<file path="src/rtl/multi_timer.sv">
// Multi-channel programmable timer for the 8-bit peripheral bus.
// Each channel has a prescaler, periodic/one-shot counting, a coherent count snapshot and a masked irq.
module multi_timer #(
  parameter int unsigned NCHAN = 2,
  parameter int unsigned WIDTH = 16,
  parameter int unsigned PSC_W = 8
) (
  input  logic                     clk,
  input  logic                     rst_n,
  input  logic [$clog2(NCHAN)+1:0] addr,
  input  logic [7:0]               dbw,
  input  logic                     we,
  input  logic                     re,
  output logic [7:0]               dbr,
  output logic                     irq
);

  localparam int unsigned AW = $clog2(NCHAN) + 2;

  logic [WIDTH-1:0] limit_q  [NCHAN];
  logic [WIDTH-1:0] limit_d  [NCHAN];
  logic [WIDTH-1:0] cnt_q    [NCHAN];
  logic [WIDTH-1:0] cnt_d    [NCHAN];
  logic [PSC_W-1:0] psc_q    [NCHAN];
  logic [PSC_W-1:0] psc_d    [NCHAN];
  logic [PSC_W-1:0] pcnt_q   [NCHAN];
  logic [PSC_W-1:0] pcnt_d   [NCHAN];
  logic [7:0]       shadow_q [NCHAN];
  logic [7:0]       shadow_d [NCHAN];
  logic [7:0]       snap_q   [NCHAN];
  logic [7:0]       snap_d   [NCHAN];
  logic [NCHAN-1:0] en_q, en_d;
  logic [NCHAN-1:0] oneshot_q, oneshot_d;
  logic [NCHAN-1:0] ie_q, ie_d;
  logic [NCHAN-1:0] shot_q, shot_d;
  logic             irq_q;

  logic [AW-1:0] ch_sel;
  logic [1:0]    off;
  logic          hit;
  logic [15:0]   lim16;
  logic [15:0]   cnt16;
  logic [15:0]   rd16;
  logic [7:0]    psc8;

  assign ch_sel = addr >> 2;
  assign off    = addr[1:0];
  assign irq    = irq_q;

  always_comb begin
    hit   = 1'b0;
    lim16 = '0;
    cnt16 = '0;
    en_d      = en_q;
    oneshot_d = oneshot_q;
    ie_d      = ie_q;
    shot_d    = shot_q;
    for (int c = 0; c < NCHAN; c++) begin
      limit_d[c]  = limit_q[c];
      cnt_d[c]    = cnt_q[c];
      psc_d[c]    = psc_q[c];
      pcnt_d[c]   = pcnt_q[c];
      shadow_d[c] = shadow_q[c];
      snap_d[c]   = snap_q[c];

      hit   = (ch_sel == AW'(c));
      lim16 = {dbw, shadow_q[c]};
      cnt16 = '0;
      cnt16[WIDTH-1:0] = cnt_q[c];

      if (we && hit) begin
        unique case (off)
          2'd0: shadow_d[c] = dbw;
          2'd1: limit_d[c] = lim16[WIDTH-1:0];
          2'd2: begin
            en_d[c]      = dbw[0];
            oneshot_d[c] = dbw[1];
            ie_d[c]      = dbw[2];
            if (dbw[7]) shot_d[c] = 1'b0;
            // Only a 0->1 enable restarts the count; 1->1 just updates mode bits
            if (dbw[0] && !en_q[c]) begin
              cnt_d[c]  = '0;
              pcnt_d[c] = '0;
            end
          end
          default: psc_d[c] = dbw[PSC_W-1:0];
        endcase
      end

      if (re && hit && (off == 2'd0)) snap_d[c] = cnt16[15:8];

      // Evaluated after the bus write so a hardware shot beats a same-cycle W1C
      if (en_q[c]) begin
        if (pcnt_q[c] == psc_q[c]) begin
          pcnt_d[c] = '0;
          if (cnt_q[c] >= limit_q[c]) begin
            cnt_d[c]  = '0;
            shot_d[c] = 1'b1;
            if (oneshot_q[c]) en_d[c] = 1'b0;
          end else begin
            cnt_d[c] = cnt_q[c] + 1'b1;
          end
        end else begin
          pcnt_d[c] = pcnt_q[c] + 1'b1;
        end
      end
    end
  end

  always_ff @(posedge clk or negedge rst_n) begin
    if (!rst_n) begin
      for (int c = 0; c < NCHAN; c++) begin
        limit_q[c]  <= '1;
        cnt_q[c]    <= '0;
        psc_q[c]    <= '0;
        pcnt_q[c]   <= '0;
        shadow_q[c] <= '0;
        snap_q[c]   <= '0;
      end
      en_q      <= '0;
      oneshot_q <= '0;
      ie_q      <= '0;
      shot_q    <= '0;
      irq_q     <= 1'b0;
    end else begin
      for (int c = 0; c < NCHAN; c++) begin
        limit_q[c]  <= limit_d[c];
        cnt_q[c]    <= cnt_d[c];
        psc_q[c]    <= psc_d[c];
        pcnt_q[c]   <= pcnt_d[c];
        shadow_q[c] <= shadow_d[c];
        snap_q[c]   <= snap_d[c];
      end
      en_q      <= en_d;
      oneshot_q <= oneshot_d;
      ie_q      <= ie_d;
      shot_q    <= shot_d;
      irq_q     <= |(shot_q & ie_q);
    end
  end

  always_comb begin
    dbr  = '0;
    rd16 = '0;
    psc8 = '0;
    for (int c = 0; c < NCHAN; c++) begin
      if (ch_sel == AW'(c)) begin
        rd16 = '0;
        rd16[WIDTH-1:0] = cnt_q[c];
        psc8 = '0;
        psc8[PSC_W-1:0] = psc_q[c];
        unique case (off)
          2'd0:    dbr = rd16[7:0];
          2'd1:    dbr = snap_q[c];
          2'd2:    dbr = {shot_q[c], 4'b0000, ie_q[c], oneshot_q[c], en_q[c]};
          default: dbr = psc8;
        endcase
      end
    end
  end

endmodule

</file>
<file path="config.mk">
export PLATFORM = sky130hd
export DESIGN_NAME = multi_timer
export DESIGN_NICKNAME = d
export VERILOG_FILES = /design/src/rtl/multi_timer.sv
export SDC_FILE = /design/constraint.sdc
export NUM_CORES = 1
export LEC_CHECK = 0
export ABC_AREA = 1
export BUFFER_PORTS_ARGS = -buffer_cell sky130_fd_sc_hd__clkbuf_2
export CAP_MARGIN = 20
export CORE_MARGIN = 2
export CORE_UTILIZATION = 45
export CTS_CLUSTER_SIZE = 25
export DETAILED_ROUTE_END_ITERATION = 10
export MAX_ROUTING_LAYER = met4
export PLACE_DENSITY = 0.65
export SYNTH_ARGS = -nofsm -noshare
export SYNTH_HDL_FRONTEND = slang
export SYNTH_SLANG_ARGS = --single-unit
</file>
<file path="constraint.sdc">
create_clock -name clk -period 4.66 [get_ports clk]
set_input_delay 0 -clock clk [delete_from_list [all_inputs] [get_ports clk]]
set_output_delay 0 -clock clk [all_outputs]
set_load 0.02 [all_outputs]
</file>
==> results of run 1 <==
==> metrics by stage <==
step / setup WS, ns / util (%) / cells / cell area (um^2)
2_1_floorplan: 2.96 / - / 887 / 7400
3_5_place_dp: 2.56 / 48.0 / 1107 / 7690
5_1_grt: 2.43 / 52.1 / 1146 / 8340
6_report: 2.56 / 52.1 / 1146 / 8340
4_1_cts: 2.59 / 52.1 / 1146 / 8340
3_3_place_gp: 2.62 / 48.0 / 1107 / 7690
==> placed cells by master (no fill, tap or decap), drive strengths merged, types with 3 or more instances in the layout <==
master | Yosys | final
nand2 | 236 | 236
xnor2 | 16 | 16
a211oi | 3 | 3
o221ai | 3 | 3
inv | 112 | 112
a21oi | 43 | 43
xor2 | 31 | 31
o21ai | 110 | 110
mux2 | 8 | 8
a221oi | 8 | 8
ha | 36 | 36
o22ai | 13 | 13
nand4 | 7 | 7
dfrtp | 105 | 105
dfstp | 32 | 32
dlygate4sd3 | 0 | 8
clkbuf | 10 | 44
nor2 | 60 | 60
nor3 | 12 | 12
nand3 | 28 | 28
clkinv | 0 | 6
==> cell type report <==
cell class	count	area, um^2
clock buffers	22	474
fillers	1551	7660
clock inverters	9	97.6
well taps	216	270
flip-flops and latches	137	3470
inverters	112	420
repair buffers	32	209
multi-input cells	618	3400
==> repair_timing <==
item	CTS	global route
hold buffers	8	0
buffers inserted	0	0
resized for setup	0	0
endpoints found under the hold margin	60	0
==> state kept, by name, indices dropped and copies added, names as in the netlist <==
| signal | cells |
|---|---|
| limit_q | 32 |
| cnt16 | 16 |
| cnt_q | 16 |
| pcnt_q | 16 |
| psc_q | 16 |
| snap_q | 16 |
| lim16 | 8 |
| shadow_q | 8 |
| en_q | 2 |
| ie_q | 2 |
| oneshot_q | 2 |
| shot_q | 2 |
| irq | 1 |
==> final timing paths <==
check | from | to | slack, ns | cells after the start
worst min register to register | limit_q[21] | limit_q[21] | 0.48 | 2
worst max-delay path | limit_q[31] | cnt_q[31] | 2.56 | 7
min in group asynchronous | rst_n | pcnt_q[12] | 0.18 | 2
worst min-delay path | we | ie_q[0] | 0.05 | 5
worst max register to register | limit_q[31] | cnt_q[31] | 2.56 | 7
max in group asynchronous | rst_n | ie_q[1] | 3.24 | 3
==> power groups by stage <==
stage	sequential (W)	clock [W]	combinational, W
after floorplan	0.00157	0	0.000562
after global placement	0.00161	0	0.000711
after detailed placement	0.00161	0	0.000733
after CTS	0.00160	0.00134	0.000744
after global routing	0.00163	0.00138	0.000852
final	0.00160	0.00132	0.000737
==> layer usage <==
metal	GRT usage, %	vias up
met3	3.65	36
li1	-	2952
met2	32.8	127
met5	-	-
met1	30.4	2857
met4	8.54	0
==> cell families after synthesis <==
kind of cell             after synthesis  share of synthesized area (%)
multiplexers                           9                           1.35
XOR/XNOR                              47                           5.56
flip-flops                           137                           46.9
buffers and inverters                132                           7.20
AO/OA/AOI/OAI                        183                           14.0
AND/OR/NAND/NOR                      343                           18.9
adder cells (fa/ha/maj)               36                           6.09
==> worst reg2reg max path, cell delays in order, from the launching register on <==
cell	delay (ns)
dfstp_2	0.53
inv_1	0.05
ha_1	0.30
a21oi_1	0.17
o21ai_0	0.11
a21oi_1	0.21
nand3_2	0.36
o21ai_0	0.28
==> impl_metrics.env, run 1 <==
export IMPL_status="completed"
export IMPL_ys_warn_count=0
export IMPL_start_util_pct=46.2
export IMPL_insertion_delay_ns=0.42
export IMPL_p_leak_nw=3.89
export IMPL_synth_main_ff_cell="dfrtp_1"
export IMPL_rsz0062_at_grt="false"
export IMPL_final_nets=969
export IMPL_drtPass1Iterations=6
export IMPL_ys_seq_area_share_pct=46.9
export IMPL_tns_ns=0
export IMPL_ys_ff_latch=137
export IMPL_first_global_vias=5665
export IMPL_grt_pass1_wl_um=29600
export IMPL_vias=5972
export IMPL_tightest_slew_ns=1.05
export IMPL_wl_per_cell_um=15.9
export IMPL_cts_buffers=17
export IMPL_worst_hold_path_type="in -> reg"
export IMPL_end_kind="flop"
export IMPL_grt_max_degree=84
export IMPL_area_delta_synth_final_pct=12.7
export IMPL_finalCritPeriodShare_pct=45.0
export IMPL_maxCapViolations=0
export IMPL_cp_buffers_inverters=1
export IMPL_cts_sinks=137
export IMPL_cp_cell_sequence="inv_1 > ha_1 > a21oi_1 > o21ai_0 > a21oi_1 > nand3_2 > o21ai_0"
export IMPL_whs_ns=0.0480
export IMPL_synth_common_cells="nand2_1, inv_1, dfrtp_1, o21ai_0, nor2_1"
export IMPL_drtIter0Drc=365
export IMPL_power_internal_w=0.00255
export IMPL_htreeDepth=4
export IMPL_die_w_um=132
export IMPL_syn_nets=938
export IMPL_peakVddDrop_uv=225
export IMPL_synth_edf_count=0
export IMPL_die_area_um2=17500
export IMPL_slew_headroom_pct=29.8
export IMPL_dieHeight_um=132
export IMPL_wl_met3_um=738
export IMPL_start_kind="flop"
export IMPL_hold_viol_final=0
export IMPL_avgSynthCellArea_um2=8.34
export IMPL_cts_root_buffer="clkbuf_16"
export IMPL_crit_family="compound AO/OA/AOI/OAI gates"
export IMPL_critPathRequiredTime_ns=4.99
export IMPL_cpPeakStageDelay_ns=0.53
export IMPL_fin_skew_ns=0.00706
export IMPL_highest_layer="met4"
export IMPL_synth_cell_type_count=34
export IMPL_clk_pin_slew_ns=0.06
export IMPL_cp_slowest_cell="dfstp_2"
export IMPL_ant_nets=0
export IMPL_viasPerCell=5.21
export IMPL_finalSetupViolCount=0
export IMPL_hpwl_um=12600
export IMPL_grt_ovfl_total=0
export IMPL_syn_inst=887
export IMPL_critPathMaxFanout=14
export IMPL_fmax_mhz=477
export IMPL_gp_congestion=0.873
export IMPL_swShare_pct=30.3
export IMPL_synth_most_common_cell="nand2_1"
export IMPL_gr_usage_all_layers_pct=22.1
export IMPL_critPathArrivalTime_ns=2.43
export IMPL_async_flop_share_pct=100
export IMPL_core_um2=16000
export IMPL_antenna_found_initial=0
export IMPL_routed_wl_um=18200
export IMPL_tritoncts="done"
export IMPL_synth_area_um2=7400
export IMPL_combPwrFrac_pct=20.2
export IMPL_switchingPower_w=0.00111
export IMPL_rows=46
export IMPL_met1Wirelength_um=8660
export IMPL_drc=0
export IMPL_min_period_ns=2.10
export IMPL_yosys_area_top_type="dfrtp_1"
export IMPL_synthTopCellsByArea="dfrtp_1, nand2_1, dfstp_2, ha_1, o21ai_0"
export IMPL_portBuffers=23
export IMPL_antenna_cells=0
export IMPL_wl_met2_um=8380
export IMPL_layout_drive_gt1_share_pct=12.5
export IMPL_synth_top_area_share_pct=35.5
export IMPL_seqPwrFrac_pct=43.8
export IMPL_power_w=0.00365
export IMPL_io_pins=24
export IMPL_cts_buffer_depth=2
export IMPL_worstSetupPathType="reg -> reg"
export IMPL_power_density_nw_per_um2=438
export IMPL_clkPwrFrac_pct=36.1
export IMPL_drv_slew=0
No activity file was read; power rests on OpenSTA's default activity.
==> run 2, diff against run 1 <==
--- a/config.mk
+++ b/config.mk
@@ -13,7 +13,7 @@
 export CTS_CLUSTER_SIZE = 25
 export DETAILED_ROUTE_END_ITERATION = 10
 export MAX_ROUTING_LAYER = met4
-export PLACE_DENSITY = 0.65
+export PLACE_DENSITY = 0.67
 export SYNTH_ARGS = -nofsm -noshare
 export SYNTH_HDL_FRONTEND = slang
 export SYNTH_SLANG_ARGS = --single-unit
==> constraint.sdc (replaced) <==
create_clock -name clk -period 1.9 [get_ports clk]
set_input_delay 0 -clock clk [delete_from_list [all_inputs] [get_ports clk]]
set_output_delay 0 -clock clk [all_outputs]
set_load 0.02 [all_outputs]
==> run 2 against run 1 <==
Effect of this change: combinational power increased to 2.6 times the previous value; clock power increased to 2.7 times the previous value; cell count increased by 3.8%; routed wire length increased by 2.9%; via count increased by 3.4%; global-route usage increased by 0.55 points; flip-flop and latch count unchanged; critical path type unchanged; largest power group unchanged.
==> impl_metrics.env, run 2 (same netlist as run 1, synthesis figures left out) <==
export IMPL_critPathMaxFanout=7
export IMPL_die_area_um2=17500
export IMPL_cpPeakStageDelay_ns=0.52
export IMPL_rrSetupSlack_ns=0.04
export IMPL_worst_hold_path_type="in -> reg"
export IMPL_die_w_um=132
export IMPL_finalCritPeriodShare_pct=97.8
export IMPL_final_cell_mix="nand2_1, inv_1, dfrtp_1"
export IMPL_final_nets=1011
export IMPL_rows=46
export IMPL_r2r_cells=8
export IMPL_fin_util_pct=55.7
export IMPL_highest_layer="met4"
export IMPL_min_to="en_q[0]"
export IMPL_fillers=1429
export IMPL_critPathArrivalTime_ns=2.21
export IMPL_routed_wl_um=18800
export IMPL_wl_met3_um=752
export IMPL_seq_area_um2=3470
export IMPL_wl_per_cell_um=15.8
export IMPL_drc=0
export IMPL_clk_pin_slew_ns=0.06
export IMPL_tritoncts="done"
export IMPL_whs_ns=0.0345
export IMPL_grt_max_degree=52
export IMPL_grt_ovfl_total=0
export IMPL_slew_headroom_pct=44.5
export IMPL_reg2reg_to="cnt_q[18]"
export IMPL_p_leak_nw=4.17
export IMPL_stdcell_area_um2=8910
export IMPL_portBuffers=23
export IMPL_critPathRequiredTime_ns=2.25
export IMPL_multiInputGateArea_um2=3580
export IMPL_drtPass1Iterations=5
export IMPL_gp_congestion=0.930
export IMPL_status="completed"
export IMPL_end_kind="flop"
export IMPL_gr_usage_all_layers_pct=22.7
export IMPL_drv_slew=0
export IMPL_cts_root_buffer="clkbuf_16"
export IMPL_antenna_cells=0
export IMPL_io_pins=24
export IMPL_grt_pass1_wl_um=30100
export IMPL_power_internal_w=0.00664
export IMPL_finalSetupViolCount=0
export IMPL_cts_sinks=137
export IMPL_met1Wirelength_um=8670
export IMPL_hold_viol_final=0
export IMPL_htreeDepth=4
export IMPL_dieHeight_um=132
export IMPL_tightest_slew_ns=0.832
export IMPL_vias=6174
export IMPL_layout_drive_gt1_share_pct=19.3
export IMPL_viasPerCell=5.19
export IMPL_ant_nets=0
export IMPL_first_global_vias=5955
export IMPL_peakVddDrop_uv=598
export IMPL_combPwrFrac_pct=20.5
export IMPL_whs_path_depth=5
export IMPL_top_register="limit_q"
export IMPL_drtIter0Drc=555
export IMPL_tns_ns=0
export IMPL_maxCapViolations=0
export IMPL_area_delta_synth_final_pct=20.4
export IMPL_cts_buffers=17
export IMPL_cp_slowest_cell="dfstp_2"
export IMPL_antenna_found_initial=0
export IMPL_cp_buffers_inverters=2
export IMPL_insertion_delay_ns=0.43
export IMPL_cts_buffer_depth=2
export IMPL_worstSetupPathType="reg -> reg"
export IMPL_fmax_mhz=538
export IMPL_core_um2=16000
export IMPL_fin_skew_ns=0.00888
export IMPL_hpwl_um=13300
export IMPL_swShare_pct=29.2
export IMPL_crit_family="compound AO/OA/AOI/OAI gates"
export IMPL_power_density_nw_per_um2=1050
export IMPL_final_common_cell="nand2_1"
export IMPL_min_period_ns=1.86
export IMPL_start_util_pct=46.2
export IMPL_seqPwrFrac_pct=41.8
export IMPL_clkPwrFrac_pct=37.7
export IMPL_switchingPower_w=0.00274
export IMPL_wl_met2_um=8750
export IMPL_holdCritStartpoint="we"
export IMPL_start_kind="flop"
export IMPL_r2r_start="limit_q[27]"
export IMPL_cp_cell_sequence="inv_1 > ha_1 > a21oi_1 > o21ai_0 > a21oi_2 > nand3_2 > buf_6 > o21ai_1"
export IMPL_post_dp_cell_area_um2=7990
export IMPL_largest_reg_flops=32
## run 2: cell types whose count changed in the layout (fill, tap and decap cells not counted), moves of 5 or more
cell / change
ha_1: -5
buf_4: +38
nand2_1: -7
o21ai_0: -9
nand2_2: +5
ha_4: +5
o21ai_2: +10
## run 2: stage by stage
| stage | total power, W | cells | setup WS (ns) |
|---|---|---|---|
| final | 0.00938 | 1189 | 0.0424 |
| after global placement | 0.00575 | 1146 | 0.0151 |
| after floorplan | 0.00524 | 887 | 0.199 |
| after detailed placement | 0.00580 | 1146 | -0.0756 |
| after CTS | 0.00938 | 1186 | 0.0154 |
| after global routing | 0.00992 | 1189 | -0.0374 |
## run 2: final cells by class
| cell class | count | share of cell area (%) |
|---|---|---|
| multi-input cells | 619 | 40.2 |
| well taps | 216 | 3.03 |
| clock buffers | 25 | 5.56 |
| flip-flops and latches | 137 | 38.9 |
| inverters | 112 | 4.72 |
| repair buffers | 73 | 6.02 |
| clock inverters | 7 | 1.54 |
## run 2: worst max-delay path by stage
stage / start / to / slack [ns] / depth (start not counted)
2_1_floorplan: limit_q[27] / cnt_q[16] / 0.20 / 8
3_3_place_gp: limit_q[11] / cnt16[15] / 0.02 / 7
3_5_place_dp: limit_q[11] / cnt16[4] / -0.08 / 7
4_1_cts: cnt16[3] / dbr[3] / 0.02 / 4
5_1_grt: limit_q[22] / cnt_q[27] / -0.04 / 12
6_report: limit_q[27] / cnt_q[18] / 0.04 / 8
## run 2: what timing repair did
action,4_1_cts,5_1_grt
hold buffers,8,0
gates resized for setup,3,43
buffers inserted,0,2
pin swaps,0,17
endpoints found under the setup margin,15,34
endpoints found under the hold margin,95,0
cloned,0,1
## run 2: routing by layer
| metal | GRT usage [%] | vias to the layer above |
|---|---|---|
| met4 | 9.68 | 0 |
| met2 | 34.5 | 156 |
| met1 | 29.9 | 2931 |
| met5 | - | - |
| li1 | - | 3054 |
| met3 | 4.08 | 33 |
## run 2: power by group through the flow
stage / logic, W / clock network (W) / registers (W)
global route: 0.00220 / 0.00373 / 0.00399
CTS: 0.00188 / 0.00359 / 0.00391
finish: 0.00192 / 0.00354 / 0.00392
global placement: 0.00181 / 0 / 0.00394
floorplan: 0.00138 / 0 / 0.00386
detailed placement: 0.00185 / 0 / 0.00395
## run 2: tightest hold or removal path, cell delays in order
cell and delay [ns]:
clkbuf_2 0.11, nand2_1 0.12, nor2_4 0.07, nand3_1 0.06
nand2_1 0.05
